===== config.mk =====
export PLATFORM = sky130hd
export DESIGN_NAME = xocc_port
export DESIGN_NICKNAME = d
export VERILOG_FILES = /design/src/rtl/xocc_port.sv
export SDC_FILE = /design/constraint.sdc
export NUM_CORES = 1
export LEC_CHECK = 0
export ABC_AREA = 1
export BUFFER_PORTS_ARGS = -buffer_cell sky130_fd_sc_hd__buf_2
export CAP_MARGIN = 20
export CORE_MARGIN = 8
export CORE_UTILIZATION = 50
export DETAILED_ROUTE_END_ITERATION = 16
export HOLD_SLACK_MARGIN = 0.15
export PLACE_DENSITY = 0.76
export SLEW_MARGIN = 0
export SYNTH_ARGS = -nofsm -noshare
export SYNTH_HDL_FRONTEND = slang
export SYNTH_SLANG_ARGS = --single-unit

===== constraint.sdc =====
create_clock -name clk -period 7.6 [get_ports clk]
set_clock_uncertainty 0.15 [all_clocks]
set_input_delay 1.52 -clock clk [delete_from_list [all_inputs] [get_ports clk]]
set_output_delay 1.52 -clock clk [all_outputs]
set_load 0.005 [all_outputs]

===== src/rtl/xocc_port.sv =====
// xocc_port: core-side endpoint of the xocc command/response link.
// Command FIFO toward the bridge, response FIFO toward the core, outstanding tracking.
module xocc_port #(
  parameter int CMD_WIDTH       = 32,
  parameter int RSP_WIDTH       = 32,
  parameter int CMD_AW          = 2,
  parameter int RSP_AW          = 2,
  parameter int MAX_OUTSTANDING = 8,
  parameter int RSP_FULL_MARGIN = 1
) (
  input  logic                 clk,
  input  logic                 rst,
  input  logic                 core_cmd_valid,
  input  logic [CMD_WIDTH-1:0] core_cmd_data,
  output logic                 core_cmd_ready,
  output logic                 core_rsp_valid,
  output logic [RSP_WIDTH-1:0] core_rsp_data,
  input  logic                 core_rsp_ready,
  output logic [CMD_WIDTH-1:0] xocc_cmd_buffer,
  output logic                 xocc_cmd_empty,
  input  logic                 xocc_cmd_rd_en,
  input  logic [RSP_WIDTH-1:0] xocc_rsp_buffer,
  input  logic                 xocc_rsp_wr_en,
  output logic                 xocc_rsp_full,
  output logic [7:0]           outstanding,
  input  logic                 err_clr,
  output logic                 err_underflow,
  output logic                 err_overflow,
  output logic                 err_unexpected
);

  localparam int CMD_DEPTH = 2 ** CMD_AW;
  localparam int RSP_DEPTH = 2 ** RSP_AW;
  localparam logic [CMD_AW:0] CMD_MAX = (CMD_AW+1)'(CMD_DEPTH);
  localparam logic [RSP_AW:0] RSP_MAX = (RSP_AW+1)'(RSP_DEPTH);
  localparam logic [7:0] OUT_MAX = 8'(MAX_OUTSTANDING);

  logic [CMD_WIDTH-1:0] cmd_mem [CMD_DEPTH];
  logic [CMD_AW-1:0]    cmd_wp, cmd_rp;
  logic [CMD_AW:0]      cmd_cnt, cmd_cnt_nxt;
  logic                 cmd_push, cmd_pop;

  logic [RSP_WIDTH-1:0] rsp_mem [RSP_DEPTH];
  logic [RSP_AW-1:0]    rsp_wp, rsp_rp;
  logic [RSP_AW:0]      rsp_cnt, rsp_cnt_nxt;
  logic [RSP_AW:0]      rsp_free_nxt;
  logic                 rsp_push, rsp_pop;

  logic [7:0] out_nxt;
  logic       out_dec;

  assign core_cmd_ready = ~rst & (cmd_cnt < CMD_MAX)
                        & (outstanding < OUT_MAX);
  assign cmd_push = core_cmd_valid & core_cmd_ready;
  assign cmd_pop  = xocc_cmd_rd_en & ~xocc_cmd_empty;

  assign xocc_cmd_empty  = (cmd_cnt == '0);
  assign xocc_cmd_buffer = xocc_cmd_empty ? '0 : cmd_mem[cmd_rp];

  assign core_rsp_valid = (rsp_cnt != '0);
  assign core_rsp_data  = core_rsp_valid ? rsp_mem[rsp_rp] : '0;
  assign rsp_push = xocc_rsp_wr_en & (rsp_cnt != RSP_MAX);
  assign rsp_pop  = core_rsp_valid & core_rsp_ready;

  assign out_dec = rsp_push & (outstanding != 8'd0);

  always_comb begin
    cmd_cnt_nxt = cmd_cnt;
    case ({cmd_push, cmd_pop})
      2'b10:   cmd_cnt_nxt = cmd_cnt + 1'b1;
      2'b01:   cmd_cnt_nxt = cmd_cnt - 1'b1;
      default: cmd_cnt_nxt = cmd_cnt;
    endcase
  end

  always_comb begin
    rsp_cnt_nxt = rsp_cnt;
    case ({rsp_push, rsp_pop})
      2'b10:   rsp_cnt_nxt = rsp_cnt + 1'b1;
      2'b01:   rsp_cnt_nxt = rsp_cnt - 1'b1;
      default: rsp_cnt_nxt = rsp_cnt;
    endcase
  end

  assign rsp_free_nxt = RSP_MAX - rsp_cnt_nxt;

  always_comb begin
    out_nxt = outstanding;
    case ({cmd_push, out_dec})
      2'b10:   out_nxt = outstanding + 8'd1;
      2'b01:   out_nxt = outstanding - 8'd1;
      default: out_nxt = outstanding;
    endcase
  end

  // Storage is not reset; the counts gate everything visible.
  always_ff @(posedge clk) begin
    if (cmd_push) cmd_mem[cmd_wp] <= core_cmd_data;
    if (rsp_push) rsp_mem[rsp_wp] <= xocc_rsp_buffer;
  end

  always_ff @(posedge clk or posedge rst) begin
    if (rst) begin
      cmd_wp <= '0;
      cmd_rp <= '0;
      cmd_cnt <= '0;
    end else begin
      if (cmd_push) cmd_wp <= cmd_wp + 1'b1;
      if (cmd_pop)  cmd_rp <= cmd_rp + 1'b1;
      cmd_cnt <= cmd_cnt_nxt;
    end
  end

  // Full is registered with margin so the bridge's late wr_en still fits.
  always_ff @(posedge clk or posedge rst) begin
    if (rst) begin
      rsp_wp <= '0;
      rsp_rp <= '0;
      rsp_cnt <= '0;
      xocc_rsp_full <= 1'b0;
    end else begin
      if (rsp_push) rsp_wp <= rsp_wp + 1'b1;
      if (rsp_pop)  rsp_rp <= rsp_rp + 1'b1;
      rsp_cnt <= rsp_cnt_nxt;
      xocc_rsp_full <= 32'(rsp_free_nxt) <= 32'(RSP_FULL_MARGIN);
    end
  end

  always_ff @(posedge clk or posedge rst) begin
    if (rst) begin
      outstanding <= 8'd0;
      err_underflow <= 1'b0;
      err_overflow <= 1'b0;
      err_unexpected <= 1'b0;
    end else begin
      outstanding <= out_nxt;
      err_underflow <= (xocc_cmd_rd_en & xocc_cmd_empty)
                     | (err_underflow & ~err_clr);
      err_overflow <= (xocc_rsp_wr_en & ~rsp_push)
                    | (err_overflow & ~err_clr);
      err_unexpected <= (rsp_push & (outstanding == 8'd0))
                      | (err_unexpected & ~err_clr);
    end
  end

endmodule

-- Word level (Yosys, flattened, before mapping)
Memories as Yosys holds them, arrays and structs flattened.
Index checks and enable logic that the tools add are counted.
- $add $sub $neg: 11
- $mul: 0
- divide/modulo/power cells: 0
- $lt $le $gt $ge: 3
- equality and inequality tests: 7
- shifts and indexed selects: 0
- mux-type cells: 9
- bitwise operators: 20
- reduce and logical (&&, ||, !) cells: 6
- operators by type and width (operator ; number):
    $mux 32 ; 2
    $pmux 8 s2 ; 1
    $and 1x1->1 ; 13
    $pmux 3 s2 ; 2
    $add 2x1->2 const B ; 4
    $add 8x1->8 const B ; 1
    $logic_not 8->1 ; 1
    $lt 8x4->1 const B ; 1
    $reduce_bool 8->1 ; 1
    $sub 8x1->8 const B ; 1
    $add 3x1->3 const B ; 2
    $eq 2x1->1 const B ; 3
    $eq 2x2->1 const B ; 3
    $sub 3x1->3 const B ; 2
    $mux 1 ; 4
    $not 1->1 ; 4
    $reduce_bool 2->1 ; 2
    $le 3x1->1 const B ; 1
    $logic_not 3->1 ; 1
    $lt 3x3->1 const B ; 1
    $ne 3x3->1 const B ; 1
    $or 1x1->1 ; 3
    $reduce_bool 3->1 ; 1
    $sub 3x3->3 const A ; 1
- register bits: 26
- latch bits: 0
- RAM bits: 256
- bits in read-only memories: 0
- input bits: 71
- output and inout bits: 79
- word-level logic and storage cells: 69
- memories: 2
- memory list (memory ; words ; width ; rd ports ; clocked after Yosys merged registers in ; write ports ; RTL line ; text):
    cmd_mem ; 4 ; 32 ; 1 ; 0 ; 1 ; 38 ; logic [CMD_WIDTH-1:0] cmd_mem [CMD_DEPTH];
    rsp_mem ; 4 ; 32 ; 1 ; 0 ; 1 ; 43 ; logic [RSP_WIDTH-1:0] rsp_mem [RSP_DEPTH];

-- Logic depth before layout (Yosys ltp)
- word-level depth: 6
- gate-level depth with buffers: 14
- gate-level depth less buffers: 14

-- Least setup slack after synthesis
OpenSTA, ideal clock, no wires.
- path kind: input -> register
- start point: in rst
- end point: mem cmd_mem[0][0], enable pin
- setup time: 0.421 ns
- arrival time: 3.200 ns
- data required time: 7.029 ns
- path slack: 3.829 ns
- stages on the path: 3
- path buffers: 0
- cells stage by stage: nor2_1 > nand3_2 > nor2_1
- word-level cells in the longest chain between the ends: 6
- ends and longest elaborated chain (item ; RTL line ; text):
    start, declared ; 12 ; input logic rst,
    $not 1->1 ; 52 ; assign core_cmd_ready = ~rst & (cmd_cnt < CMD_MAX)
    $and 1x1->1 ; 52 ;
    $and 1x1->1 ; 53 ; & (outstanding < OUT_MAX);
    $and 1x1->1 ; 54 ; assign cmd_push = core_cmd_valid & core_cmd_ready;
    $mux 1 ; 98 ; if (cmd_push) cmd_mem[cmd_wp] <= core_cmd_data;
    $mux 1 (not written as such) ; 98 ;
    end, declared ; 38 ;
No other way between the ends.

-- Worst setup path in the final report
- start point: reg cmd_rp[0]
- end point: out xocc_cmd_buffer[31]
- word-level cells in the longest chain between the ends: 2
- ends and longest elaborated chain (item ; RTL line ; text):
    start, declared ; 39 ; logic [CMD_AW-1:0] cmd_wp, cmd_rp;
    start signal, assigned ; 109 ; if (cmd_pop) cmd_rp <= cmd_rp + 1'b1;
    $mem_v2 4x32 ; n/a ;
    $mux 32 ; 58 ; assign xocc_cmd_buffer = xocc_cmd_empty ? '0 : cmd_mem[cmd_rp];
    end, declared ; 19 ; output logic [CMD_WIDTH-1:0] xocc_cmd_buffer,
No other way between the ends.

==> run metrics <==
post-DR vias/cell=5.235; clock-pin slew on the worst setup and hold paths=0.06 ns; final wirelength=24690 um; Worst EP required=5.93 ns; final hold violations=0; RSZ-0062 raised after global routing=no; leak pwr=5.110 nW; fin area=13570 um2; max-slew violation count=0; GP Congestion=0.8028; Startpoint Class=register; Worst path max stage delay=a little over 0.8 ns; flop2flop setup slack=approximately 4.4 ns; worst-margin pin slew=approximately 1.1 ns; initial antenna violation count=0; worst rel slew slack=28.13%; switch share=a little over a third; Min Clock Period, post-route=~4.4 ns; Hold Path Class=register to register; CP bufs+invs=3; combinational share of power=38.0%; first-pass GRT wire length=about 39000 um; Syn. warnings=0; total clock sinks=282; placed cell area=12650 um2; Worst R2R End=xocc_rsp_full; internal power=about 3.4 mW; CP delay by family, top=buffers and inverters; Layout area overhead=16.66%; Max Cap Viol=0; worst skew pair latency=0.52 ns; Synth area leaders=edfxtp_1, nor2_1, dfrtp_1, o21ai_0, a21oi_1; CTS buffer count=28; root buffer cell=clkbuf_16; core footprint=23190 um2; Die X=168.5 um; HP Start=outstanding[0]; Sequential Power Share=37.9%; Cell Pwr Density=392.7 nW/um2; clock power share=24.1%; Hold-fix buffers, CTS=0; syn_nets=roughly 1.1k; vias in the first global route=7522; share of post-route cells with drive strength above 1=a little under a fifth; n_diodes=0; drt pass-1 iters=5; fillers=1809; WP data arrival=~2.8 ns; Nets=1208; Cell Chain, Critical Path=buf_4, inv_2, o21ai_0, a21oi_1, buf_2; cell row count=56; FF-to-FF Start=rsp_cnt[2]; CTS HTree Levels=1; highest clock rate=225.4 MHz; Detail Route Antenna Nets=0; Die H=168.5 um; final period utilization=58.39%; TNS Setup=0 ns; CP Class=register to output port; Slowest cell on crit path=inv_2; register area share after synthesis=71.66%; WHS Endpoint=outstanding[0]; synthesized flop and latch total=between 200 and 300; Crit Path Max Fanout=66; # Post-CTS Setup Buffers=0; Worst setup EP type=output port; Max Root-Sink Buffers=3; # resized after CTS=0; largest net degree at the start of global routing=67; run status=completed; Mean Syn Cell Area=roughly 12 um2; share of flip-flops with an asynchronous set or reset=9.220%; Mapped Area=between 10000 and 15000 um2; Synth top area share=66.07%; initial drt markers=747; Post-synth top flop=edfxtp_1; DR WL/cell=16.98 um; CTS tree=built; Initial Utilization=between 50% and 60%; NetSw=1.923 mW; Post-synth EDFFs=256; drt drc=0; IR Drop Worst-Case VDD=0.3038 mV; post-detail-place hpwl=between 10000 and 15000 um; Hold Path Stages=1; boundary pin count=150; WHS=0.3853 ns; cells on worst reg2reg path=10; die area=28410 um2; Multi-input gate area=2878 um2; overflow left after global routing=0; Port Buffers=149; Post-Synthesis Cells=973; Reg area=8341 um2; Netlist cell types=31; Synth area leader=edfxtp_1; via count=7612; Total GRT Usage=16.90%; Final Setup Violations=0
## flip-flops by register name (all words and copies together), names as in the netlist
| name | count |
|---|---|
| err_underflow | 1 |
| xocc_rsp_full | 1 |
| cmd_rp | 2 |
| rsp_rp | 2 |
| err_overflow | 1 |
| cmd_wp | 2 |
| cmd_mem | 128 |
| rsp_wp | 2 |
| rsp_mem | 128 |
| cmd_cnt | 3 |
| rsp_cnt | 3 |
| err_unexpected | 1 |
| outstanding | 8 |
## cells in the final DEF, fill, tap and decap left out, types with 3 or more instances in the layout
master | Yosys | final
clkbuf_1 | 16 | 9
xor2_1 | 6 | 6
clkbuf_16 | 0 | 28
nor2_1 | 279 | 271
clkinv_1 | 0 | 4
edfxtp_1 | 256 | 256
ha_1 | 19 | 19
buf_2 | 19 | 149
xnor2_1 | 4 | 4
clkinv_2 | 0 | 6
buf_4 | 6 | 7
o21ai_0 | 90 | 90
nor2_4 | 0 | 8
dfrtp_1 | 26 | 24
nand3_1 | 14 | 14
a21oi_1 | 71 | 71
inv_1 | 53 | 53
fa_1 | 3 | 3
nand2_1 | 39 | 39
o21ai_1 | 48 | 48
## power by group through the flow
stage               Sequential [mW]  Clock, mW  Combinational (mW)
floorplan                      2.04          0                1.32
global placement               2.05          0                1.96
detailed placement             2.05          0                2.02
CTS                            2.02       1.31                2.04
global route                   2.04       1.37                2.29
finish                         2.02       1.28                2.03
## metrics by stage
step	utilization (%)	std cells	total power, mW	setup WS (ns)
final	58.52	1454	5.331	3.163
after global routing	58.52	1454	5.693	2.976
after CTS	58.23	1451	5.369	3.144
after detailed placement	54.54	1401	4.075	3.710
after global placement	54.42	1400	4.003	3.779
after floorplan	-	973	3.362	3.829
## how the worst max path moves through the flow
stage | startpoint | to | slack [ns] | cells after the start
final | cmd_rp[0] | xocc_cmd_buffer[31] | 3.16 | 5
after global routing | cmd_rp[0] | xocc_cmd_buffer[3] | 2.98 | 5
after CTS | cmd_rp[0] | xocc_cmd_buffer[3] | 3.14 | 5
after detailed placement | cmd_rp[0] | xocc_cmd_buffer[3] | 3.71 | 5
after global placement | cmd_rp[0] | xocc_cmd_buffer[3] | 3.78 | 5
after floorplan | rst | cmd_mem[0][0] | 3.83 | 3
## routing by layer
| metal | part of all wire [%] | GRT usage [%] | up-vias | routed length [um] |
|---|---|---|---|---|
| li1 | - | - | 3651 | - |
| met1 | 44 | 22.33 | 3651 | 10810 |
| met2 | 47 | 28.34 | 276 | 11690 |
| met3 | 7.3 | 3.331 | 34 | 1800 |
| met4 | 1.6 | 4.309 | 0 | 389 |
| met5 | 0 | 0 | - | 0 |
## cell usage after synthesis, types with 2 or more instances
cell and instances:
nor2_1 279, edfxtp_1 256, o21ai_0 90, a21oi_1 71, inv_1 53, o21ai_1 48, nand2_1 39, dfrtp_1 26
buf_2 19, ha_1 19, clkbuf_1 16, nand3_1 14, buf_4 6, buf_6 6, xor2_1 6, xnor2_1 4
fa_1 3, inv_2 2, nand4_1 2, nor3_4 2, o22ai_1 2
## logic make-up after synthesis
family                     Yosys count  synth area share, %
DFF                                282                71.66
AOI/OAI and AO/OA                  213                9.227
buffers and inverters              103                4.119
and+or+nand+nor                    343                11.68
adders and majority gates           22                2.559
xor gates and xnor gates            10               0.7527
## area by class of cell
type	count	share of cell area, %
multi-input combinational	588	21.20
inverter	55	1.521
clock buffer	37	5.411
clock inverter	13	0.8942
sequential	282	61.45
tap	319	2.941
timing repair buffer	160	6.582
No activity file was read; power rests on OpenSTA's default activity.
